`src/rtl/fan_speed_sequencer.sv`:
```
// Fan/motor drive sequencer: maps the 2-bit speed code to a target duty,
// kick-starts from OFF at full duty, ramps duty in fixed steps and drives
// a registered, period-synchronous PWM output.
module fan_speed_sequencer #(
   parameter int PWM_DIV      = 4,
   parameter int RAMP_TICKS   = 64,
   parameter int KICK_PERIODS = 16,
   parameter int STEP         = 5,
   parameter int DUTY_SLOW    = 85,
   parameter int DUTY_MED     = 170,
   parameter int DUTY_FAST    = 255
) (
   input  logic       clk,
   input  logic       reset_n,
   input  logic       enable,
   input  logic [1:0] speed_select,
   output logic       pwm_out,
   output logic [7:0] duty,
   output logic       busy,
   output logic       at_speed
);

   localparam int DIV_W  = (PWM_DIV > 1) ? $clog2(PWM_DIV) : 1;
   localparam int TICK_W = (RAMP_TICKS > 1) ? $clog2(RAMP_TICKS) : 1;
   localparam int KICK_W = (KICK_PERIODS > 0) ? $clog2(KICK_PERIODS + 1) : 1;

   localparam logic [DIV_W-1:0]  DIV_LAST  = DIV_W'(PWM_DIV - 1);
   localparam logic [TICK_W-1:0] TICK_LAST = TICK_W'(RAMP_TICKS - 1);
   localparam logic [KICK_W-1:0] KICK_LAST = KICK_W'((KICK_PERIODS > 0) ? KICK_PERIODS - 1 : 0);
   localparam logic [7:0]        STEP8     = 8'(STEP);
   localparam logic [8:0]        STEP9     = 9'(STEP);
   localparam logic [7:0]        SLOW8     = 8'(DUTY_SLOW);
   localparam logic [7:0]        MED8      = 8'(DUTY_MED);
   localparam logic [7:0]        FAST8     = 8'(DUTY_FAST);

   typedef enum logic [1:0] {S_IDLE, S_KICK, S_RAMP, S_HOLD} state_t;

   state_t             state_q, state_d;
   logic [DIV_W-1:0]   div_q, div_d;
   logic [7:0]         cnt_q, cnt_d;
   logic [7:0]         applied_q, applied_d;
   logic               pwm_q, pwm_d;
   logic [7:0]         duty_q, duty_d;
   logic [KICK_W-1:0]  kick_q, kick_d;
   logic [TICK_W-1:0]  tick_q, tick_d;

   logic [7:0] target;
   logic       inc_en;
   logic       boundary;
   logic       ramp_tick;
   logic [8:0] up_sum;
   logic [8:0] dn_lim;
   logic [7:0] stepped;
   logic [7:0] kick_exit_duty;

   // Decode the speed code into the target duty.
   always_comb begin
      case (speed_select)
         2'd1:    target = SLOW8;
         2'd2:    target = MED8;
         2'd3:    target = FAST8;
         default: target = 8'd0;
      endcase
   end

   assign inc_en    = (div_q == DIV_LAST);
   assign boundary  = inc_en && (cnt_q == 8'hFF);
   assign ramp_tick = (state_q == S_RAMP) && boundary && (tick_q == TICK_LAST);

   // PWM prescaler/counter; duty is latched only at the period boundary, but
   // a disable zeroes the applied duty at once so the pin drops immediately.
   always_comb begin
      div_d     = inc_en ? '0 : div_q + DIV_W'(1);
      cnt_d     = inc_en ? cnt_q + 8'd1 : cnt_q;
      applied_d = applied_q;
      if (!enable) begin
         applied_d = '0;
      end else if (boundary) begin
         applied_d = duty_q;
      end
      pwm_d = enable && (cnt_q < applied_q);
   end

   // Ramp tick divider: counts period boundaries only while ramping, so it
   // restarts from zero on every entry to RAMP.
   always_comb begin
      tick_d = '0;
      if (state_q == S_RAMP) begin
         if (boundary) begin
            tick_d = (tick_q == TICK_LAST) ? '0 : tick_q + TICK_W'(1);
         end else begin
            tick_d = tick_q;
         end
      end
   end

   // Saturating one-step move toward the target (9-bit math, no wrap).
   always_comb begin
      up_sum         = {1'b0, duty_q} + STEP9;
      dn_lim         = {1'b0, target} + STEP9;
      kick_exit_duty = (SLOW8 < target) ? SLOW8 : target;
      if (duty_q < target) begin
         stepped = (up_sum >= {1'b0, target}) ? target : up_sum[7:0];
      end else begin
         stepped = (dn_lim >= {1'b0, duty_q}) ? target : duty_q - STEP8;
      end
   end

   // Sequencer next-state and duty logic; disable overrides everything.
   always_comb begin
      state_d = state_q;
      duty_d  = duty_q;
      kick_d  = kick_q;
      if (!enable) begin
         state_d = S_IDLE;
         duty_d  = '0;
         kick_d  = '0;
      end else begin
         case (state_q)
            S_IDLE: begin
               duty_d = '0;
               kick_d = '0;
               if (target != 8'd0) begin
                  if (KICK_PERIODS > 0) begin
                     state_d = S_KICK;
                     duty_d  = 8'hFF;
                  end else begin
                     state_d = S_RAMP;
                  end
               end
            end
            S_KICK: begin
               if (target == 8'd0) begin
                  state_d = S_RAMP;
               end else if (boundary) begin
                  if (kick_q == KICK_LAST) begin
                     state_d = S_RAMP;
                     duty_d  = kick_exit_duty;
                     kick_d  = '0;
                  end else begin
                     kick_d = kick_q + KICK_W'(1);
                  end
               end
            end
            S_RAMP: begin
               if (duty_q == target) begin
                  state_d = (target != 8'd0) ? S_HOLD : S_IDLE;
               end else if (ramp_tick) begin
                  duty_d = stepped;
               end
            end
            S_HOLD: begin
               if (duty_q != target) begin
                  state_d = S_RAMP;
               end
            end
            default: state_d = S_IDLE;
         endcase
      end
   end

   // State and datapath registers.
   always_ff @(posedge clk or negedge reset_n) begin
      if (!reset_n) begin
         state_q   <= S_IDLE;
         div_q     <= '0;
         cnt_q     <= '0;
         applied_q <= '0;
         pwm_q     <= 1'b0;
         duty_q    <= '0;
         kick_q    <= '0;
         tick_q    <= '0;
      end else begin
         state_q   <= state_d;
         div_q     <= div_d;
         cnt_q     <= cnt_d;
         applied_q <= applied_d;
         pwm_q     <= pwm_d;
         duty_q    <= duty_d;
         kick_q    <= kick_d;
         tick_q    <= tick_d;
      end
   end

   assign pwm_out  = pwm_q;
   assign duty     = duty_q;
   assign busy     = (state_q == S_KICK) || (state_q == S_RAMP);
   assign at_speed = (state_q == S_HOLD);

endmodule

```
`config.mk`:
```
export PLATFORM = sky130hd
export DESIGN_NAME = fan_speed_sequencer
export DESIGN_NICKNAME = d
export VERILOG_FILES = /design/src/rtl/fan_speed_sequencer.sv
export SDC_FILE = /design/constraint.sdc
export NUM_CORES = 1
export LEC_CHECK = 0
export ABC_AREA = 1
export CORE_MARGIN = 10
export CORE_UTILIZATION = 49
export DETAILED_ROUTE_END_ITERATION = 8
export GPL_TIMING_DRIVEN = 0
export PLACE_DENSITY = 0.67
export SLEW_MARGIN = 20
export SYNTH_ARGS = -nofsm -noshare
export SYNTH_HDL_FRONTEND = slang
export SYNTH_SLANG_ARGS = --single-unit
```
`constraint.sdc`:
```
create_clock -name clk -period 3.6 [get_ports clk]
set_clock_uncertainty 0.1 [all_clocks]
set_input_delay 0.36 -clock clk [delete_from_list [all_inputs] [get_ports clk]]
set_output_delay 0.36 -clock clk [all_outputs]
set_load 0.03 [all_outputs]
```
==> summary.txt, run 1 <==
Outcome
  – Outcome: completed

Routing
  – Vias: between 3k and 4k
  – Post-Route WL: 7.74 mm
  – Final routed DRC violation total: 0
  – Mean routed wirelength per cell: 12.7 um
  – DR pass1 iterations: 4
  – Vias/cell: 5.06
  – DRT iter0 DRCs: 202
  – Number of routed nets with antenna violations: 0

Floorplanning
  – # rows: 30
  – Die Width: 104 um
  – Die area: 10900 um2
  – Initial core utilization: 50.8%
  – Core area: just under 7000 um2
  – Die height: 104 um
  – I/O pin cnt: 16

Flow run
  – Max-Cap Viols: 0

Timing
  – Final setup vio count: 0
  – Setup WS post-layout: 0.282 ns
  – RSZ-0062 raised after global routing: false
  – Worst Hold Slack: 0.330 ns
  – Relative slew margins: 57.2%
  – Slew Limit Fails: 0
  – Fin crit period: 3.32 ns
  – Worst-margin pin slew: about 0.64 ns
  – Period utilization: 92.2%
  – Max Clock Freq: 301 MHz
  – Setup TNS: 0 ns
  – Hold Fails Final Rpt: 0

Clocking
  – Setup repair bufs after CTS: 0
  – Clock transition at path regs: 0.08 ns
  – Clk root buf: clkbuf_8
  – Clock sink count: 40
  – Clk_lat worst skew: 0.29 ns
  – H-tree levels: 2
  – Num CTS Buffers: 5
  – Clk buf depth: 2
  – CTS tree: done

Synthesis
  – Yosys reg bits: 40
  – Synth cell types: 39
  – Ys Warns: 0
  – Syn Nets: 542
  – Mapped cell area: 3490 um2
  – Seq/Total Area, Yosys: approximately 29%
  – Cells after Synth: just under 500
  – EDFF count, synth: 0
  – Predominant post-synthesis flop cell: dfrtp_1
  – Async S/R FF share, synth: 100%
  – Avg Cell Area, Syn: 7.13 um2

Layout
  – Layout fillers: 674
  – Antenna fix cells: 0
  – Share of cells above drive strength 1: 6.61%
  – # nets final: 565
  – Area delta synth->final: 11.0%
  – Post-route insts no fill: 610

Global routing
  – Largest net degree at the start of global routing: 28
  – First-pass GRT wire length: 13.8 mm
  – Vias in the first global route: 3063
  – Initial antenna violation count: 0
  – GRT Total Usage: 14.6%
  – Grt ovf: 0

Critical path
  – Critical path startpoint category: input pin
  – CP max stage delay: roughly 0.52 ns
  – Worst path bufs/invs: 4
  – CP Cell Sequence: clkdlybuf4s50_1 > inv_1 > ha_1 > nor2_2 > inv_1 > ha_1 > inv_1 > nor3_1 > nand4_1 > nand2_1 > o21bai_4 > nand4_4 > nor2_8 > nand2_1 > nand2_1
  – Max Fanout on Critical Path: 9
  – CP max-delay cell: clkdlybuf4s50_1
  – Crit Path Class: in2reg
  – Critical path required time: 3.69 ns
  – CP Capture Type: register
  – CP delay by family, top: simple AND/OR/NAND/NOR gates
  – Arrival @ worst endpoint: 3.41 ns

Place
  – RD Place Congestion: 0.847
  – Dpl hpwl: slightly above 6 mm
  – Port Buffers: 14
  – Placed Instances: around 600
  – Post-place setup slack: -0.257 ns

Pwr
  – Lkg Pwr: 2.03 nW
  – Pwr dens: 645 nW/um2
  – Worst VDD drop: ~0.34 mV

Worst hold path
  – Hold WC Path Type: reg2reg
==> placed cells by master, fill, tap and decap left out, types with 2 or more instances in the layout <==
cell type        count
a21o_1               2
inv_1               75
buf_2                4
clkinv_1             2
dfrtp_1             40
o22ai_1              2
nor2_8               2
nand2_1            147
xnor2_1              3
o21ai_1              5
nor2_1              22
nor2_4               2
nand3_1             39
clkdlybuf4s50_1     13
clkinvlp_4           2
clkbuf_1             2
a21oi_1             24
inv_2                5
nand4_1              7
o21ai_0             25
nand2_2              3
xor2_1              11
ha_1                47
nor3_1               4
nor2_2               2
clkbuf_8             6
==> layout make-up <==
| class | instances | area, um2 | share of cell area, % |
|---|---|---|---|
| plain buffers | 5 | 22.5 | 0.581 |
| clock inverters | 2 | 15.0 | 0.387 |
| inverters | 82 | 308 | 7.94 |
| well taps | 96 | 120 | 3.10 |
| repair buffers | 16 | 165 | 4.26 |
| clock buffers | 6 | 82.6 | 2.13 |
| multi-input cells | 363 | 2160 | 55.8 |
| flip-flops and latches | 40 | 1000 | 25.8 |
==> cell families (layout without fill, tap and decap cells) <==
family / after synthesis / count (layout) / share of synthesized area [%]
simple gates: 238 / 238 / 31.0
buf+inv: 87 / 111 / 9.46
compound gates: 64 / 64 / 10.5
fa+ha+maj: 47 / 47 / 16.8
flops: 40 / 40 / 28.7
xor+xnor: 14 / 14 / 3.51
==> layer usage <==
layer,vias up,part of all wire [%],global-route usage [%]
li1,1614,-,-
met4,0,0.93,2.78
met5,-,0,0
met2,60,45,24.2
met1,1405,48,19.3
met3,8,5.5,2.66
==> state kept, by name, indices dropped and copies added (netlist names) <==
signal and cells:
duty 8, pwm_out 1, state_q 2, tick_q 6, kick_q 5, applied_q 8, div_q 2, cnt_q 8
==> report_power, final <==
part,leakage [nW],switching (mW),total [mW],internal (mW)
Combinational,1.45,1.00,1.57,0.568
Clock,0.0434,0.164,0.319,0.155
Sequential,0.533,0.110,0.614,0.504
Total,2.03,1.27,2.50,1.23
==> through the flow <==
stage	utilization (%)	area [um2]	power, mW
2_1_floorplan	-	3490	1.77
3_3_place_gp	54.6	3750	2.14
3_5_place_dp	54.8	3770	2.18
4_1_cts	56.4	3870	2.51
5_1_grt	56.4	3880	2.78
6_report	56.4	3880	2.50
==> path summary, 6_finish.rpt <==
check / end / depth (start not counted) / slack, ns / startpoint
max: duty[4]$_DFFE_PN0P_ / 15 / 0.28 / speed_select[1]
min: div_q[0]$_DFF_PN0_ / 1 / 0.33 / div_q[0]$_DFF_PN0_
max reg2reg: duty[7]$_DFFE_PN0P_ / 19 / 0.66 / duty[0]$_DFFE_PN0P_
min reg2reg: div_q[0]$_DFF_PN0_ / 1 / 0.33 / div_q[0]$_DFF_PN0_
max in group asynchronous: tick_q[5]$_DFFE_PN0P_ / 3 / 2.55 / reset_n
min in group asynchronous: applied_q[3]$_DFFE_PN0P_ / 2 / 0.39 / reset_n
==> synthesized netlist by cell type, types with 3 or more instances <==
master	count	share of area (%)
nor3_1	4	0.57
inv_2	5	0.54
a21oi_1	24	3.4
inv_1	75	8.1
o21ai_0	26	3.7
nor2_1	23	2.5
xor2_1	11	2.8
xnor2_1	3	0.75
nand2_1	147	16
nand2_2	3	0.54
nand4_1	7	1.3
o21ai_1	4	0.57
buf_2	3	0.43
ha_1	47	17
nand3_1	39	5.6
dfrtp_1	40	29
==> timing repair <==
action | 4_1_cts | 5_1_grt
setup endpoints to repair | 0 | 10
gates resized for setup | 0 | 2
endpoints found under the hold margin | 13 | 0
hold buffers | 1 | 0
(Power assumes the default switching activity.)
==> run 2: changes to the inputs <==
PLACE_DENSITY = 0.77   (was 0.67)
==> summary.txt, run 2 (synthesis results as in run 1) <==
Clocking
  – Clock transition at path regs: 0.08 ns
  – H-tree levels: 2
  – Clk root buf: clkbuf_8
  – Clk buf depth: 2
  – Clock sink count: 40
  – Num CTS Buffers: 5
  – Setup repair bufs after CTS: 0
  – Clk_lat worst skew: slightly below 0.3 ns
  – CTS tree: done

Layout
  – Commonest non-fill, non-tap cell in the layout: nand2_1
  – Share of cells above drive strength 1: 6.42%
  – # nets final: approximately 570
  – Antenna fix cells: 0
  – Commonest cells after routing, fill and taps aside: 147 x nand2_1, 75 x inv_1, 47 x ha_1, 40 x dfrtp_1, 39 x nand3_1
  – Post-route insts no fill: a little over 600
  – Area delta synth->final: 11.5%

Timing
  – Final setup vio count: 0
  – Fin crit period: 3.33 ns
  – Max Clock Freq: 300 MHz
  – Worst-margin pin slew: between 0.8 and 0.9 ns
  – Slew Limit Fails: 0
  – RSZ-0062 raised after global routing: false
  – Relative slew margins: 40.6%
  – Period utilization: between 90% and 100%
  – Hold Fails Final Rpt: 0

Outcome
  – Outcome: completed

Floorplanning
  – I/O pin cnt: 16
  – # rows: 30
  – Die height: between 100 and 150 um
  – Initial core utilization: between 50 and 60%
  – Die area: between 10000 and 15000 um2
  – Die Width: 104 um
  – Core area: 6870 um2

Critical path
  – CP Cell Sequence: clkdlybuf4s50_1 > inv_1 > ha_1 > nor2_2 > inv_1 > ha_1 > inv_1 > nor3_1 > nand4_1 > nand2_1 > o21bai_4 > nand4_4 > nor2_8 > nand2_1 > nand2_1
  – Arrival @ worst endpoint: ~3.5 ns
  – Max Fanout on Critical Path: 9
  – Critical path required time: 3.73 ns
  – CP max stage delay: 0.53 ns
  – Critical path startpoint category: input pin
  – Crit Path Class: in2reg
  – CP Capture Type: register
  – CP max-delay cell: clkdlybuf4s50_1

Flow run
  – Max-Cap Viols: 0

Global routing
  – First-pass GRT wire length: 13.5 mm
  – GRT Total Usage: 14.4%
  – Initial antenna violation count: 0
  – Grt ovf: 0
  – Vias in the first global route: 3067
  – Largest net degree at the start of global routing: 23

Pwr
  – Pwr dens: ~650 nW/um2
  – Lkg Pwr: between 2 and 2.5 nW
  – Tot Pwr: 2.51 mW
  – Worst VDD drop: 0.337 mV

Routing
  – Post-Route WL: 7.55 mm
  – DR pass1 iterations: 4
  – DRT iter0 DRCs: 201
  – Number of routed nets with antenna violations: 0
  – Vias/cell: ~5.0
  – Vias: 3069
  – Final routed DRC violation total: 0
  – Mean routed wirelength per cell: 12.4 um

Worst hold path
  – Hold WC Path Type: reg2reg

Place
  – Port Buffers: 14
  – RD Place Congestion: 0.901
  – Dpl hpwl: 6.12 mm
  – Placed Instances: between 600 and 700
==> run 2: cell types whose count changed in the layout (fill, tap and decap cells not counted) <==
| cell | delta |
|---|---|
| clkinvlp_4 | -2 |
| o21ai_0 | +1 |
| clkbuf_1 | +1 |
| buf_16 | +1 |
| o21ai_1 | -1 |
| bufinv_16 | +1 |
| clkbuf_8 | -1 |
| clkinv_2 | +1 |
| buf_12 | -1 |
==> run 2: path summary, 6_finish.rpt <==
path                                startpoint               endpoint  slack (ns)  cells past startpoint
min reg2reg                 div_q[0]$_DFF_PN0_     div_q[0]$_DFF_PN0_        0.34                      1
max in group asynchronous              reset_n  kick_q[0]$_DFFE_PN0P_        2.49                      3
min                         div_q[0]$_DFF_PN0_     div_q[0]$_DFF_PN0_        0.34                      1
max                            speed_select[1]    duty[4]$_DFFE_PN0P_        0.27                     15
min in group asynchronous              reset_n   cnt_q[0]$_DFFE_PN0P_        0.45                      2
max reg2reg                duty[0]$_DFFE_PN0P_    duty[7]$_DFFE_PN0P_        0.73                     19
==> run 2: power by group <==
group	internal (mW)	switching, mW	total (mW)
registers	0.504	0.108	0.612
logic	0.568	0.982	1.55
clock network	0.206	0.147	0.352
total	1.28	1.24	2.51
==> run 2: routing by layer <==
metal	share of wire, %	vias to the layer above	GRT usage, %
met4	1.9	0	5.77
met1	44	1387	17.0
li1	-	1616	-
met2	49	56	24.8
met3	4.5	10	2.85
met5	0	-	0
==> run 2: critical path, delay by kind of cell <==
family	cells	cell delay, ns
AO/OA/AOI/OAI	1	0.17
AND/OR/NAND/NOR	8	1.31
adder cells (fa/ha/maj)	2	0.60
buffers and inverters	4	1.01
==> run 2: area by class of cell <==
type,count,area (um2)
fill,648,2970
multi-input combinational,363,2160
sequential,40,1000
inverter,82,308
timing repair buffer,16,173
tap,96,120
clock buffer,6,72.6
clock inverter,2,35.0
buffer,5,22.5
==> run 2: metrics by stage <==
| stage | area, um2 | setup TNS [ns] | hold slack [ns] | setup slack (ns) | util, % |
|---|---|---|---|---|---|
| after floorplan | 3490 | 0 | -0.0356 | 0.892 | - |
| after global placement | 3750 | -1.37 | 0.313 | -0.164 | 54.6 |
| after detailed placement | 3770 | -2.62 | 0.231 | -0.293 | 55.0 |
| after CTS | 3890 | 0 | 0.340 | 0.0127 | 56.7 |
| after global routing | 3890 | 0 | 0.362 | 0.0162 | 56.7 |
| final | 3890 | 0 | 0.336 | 0.271 | 56.7 |
==> run 2: timing repair <==
item	4_1_cts	5_1_grt
gates resized for setup	0	1
hold buffers	1	0
hold endpoints to repair	18	0
endpoints found under the setup margin	0	10
==> run 3: changes to the inputs <==
TNS_END_PERCENT = 20   (was not set)
==> results of run 3 <==
Final layout, timing and power as in run 2 (identical DEF).
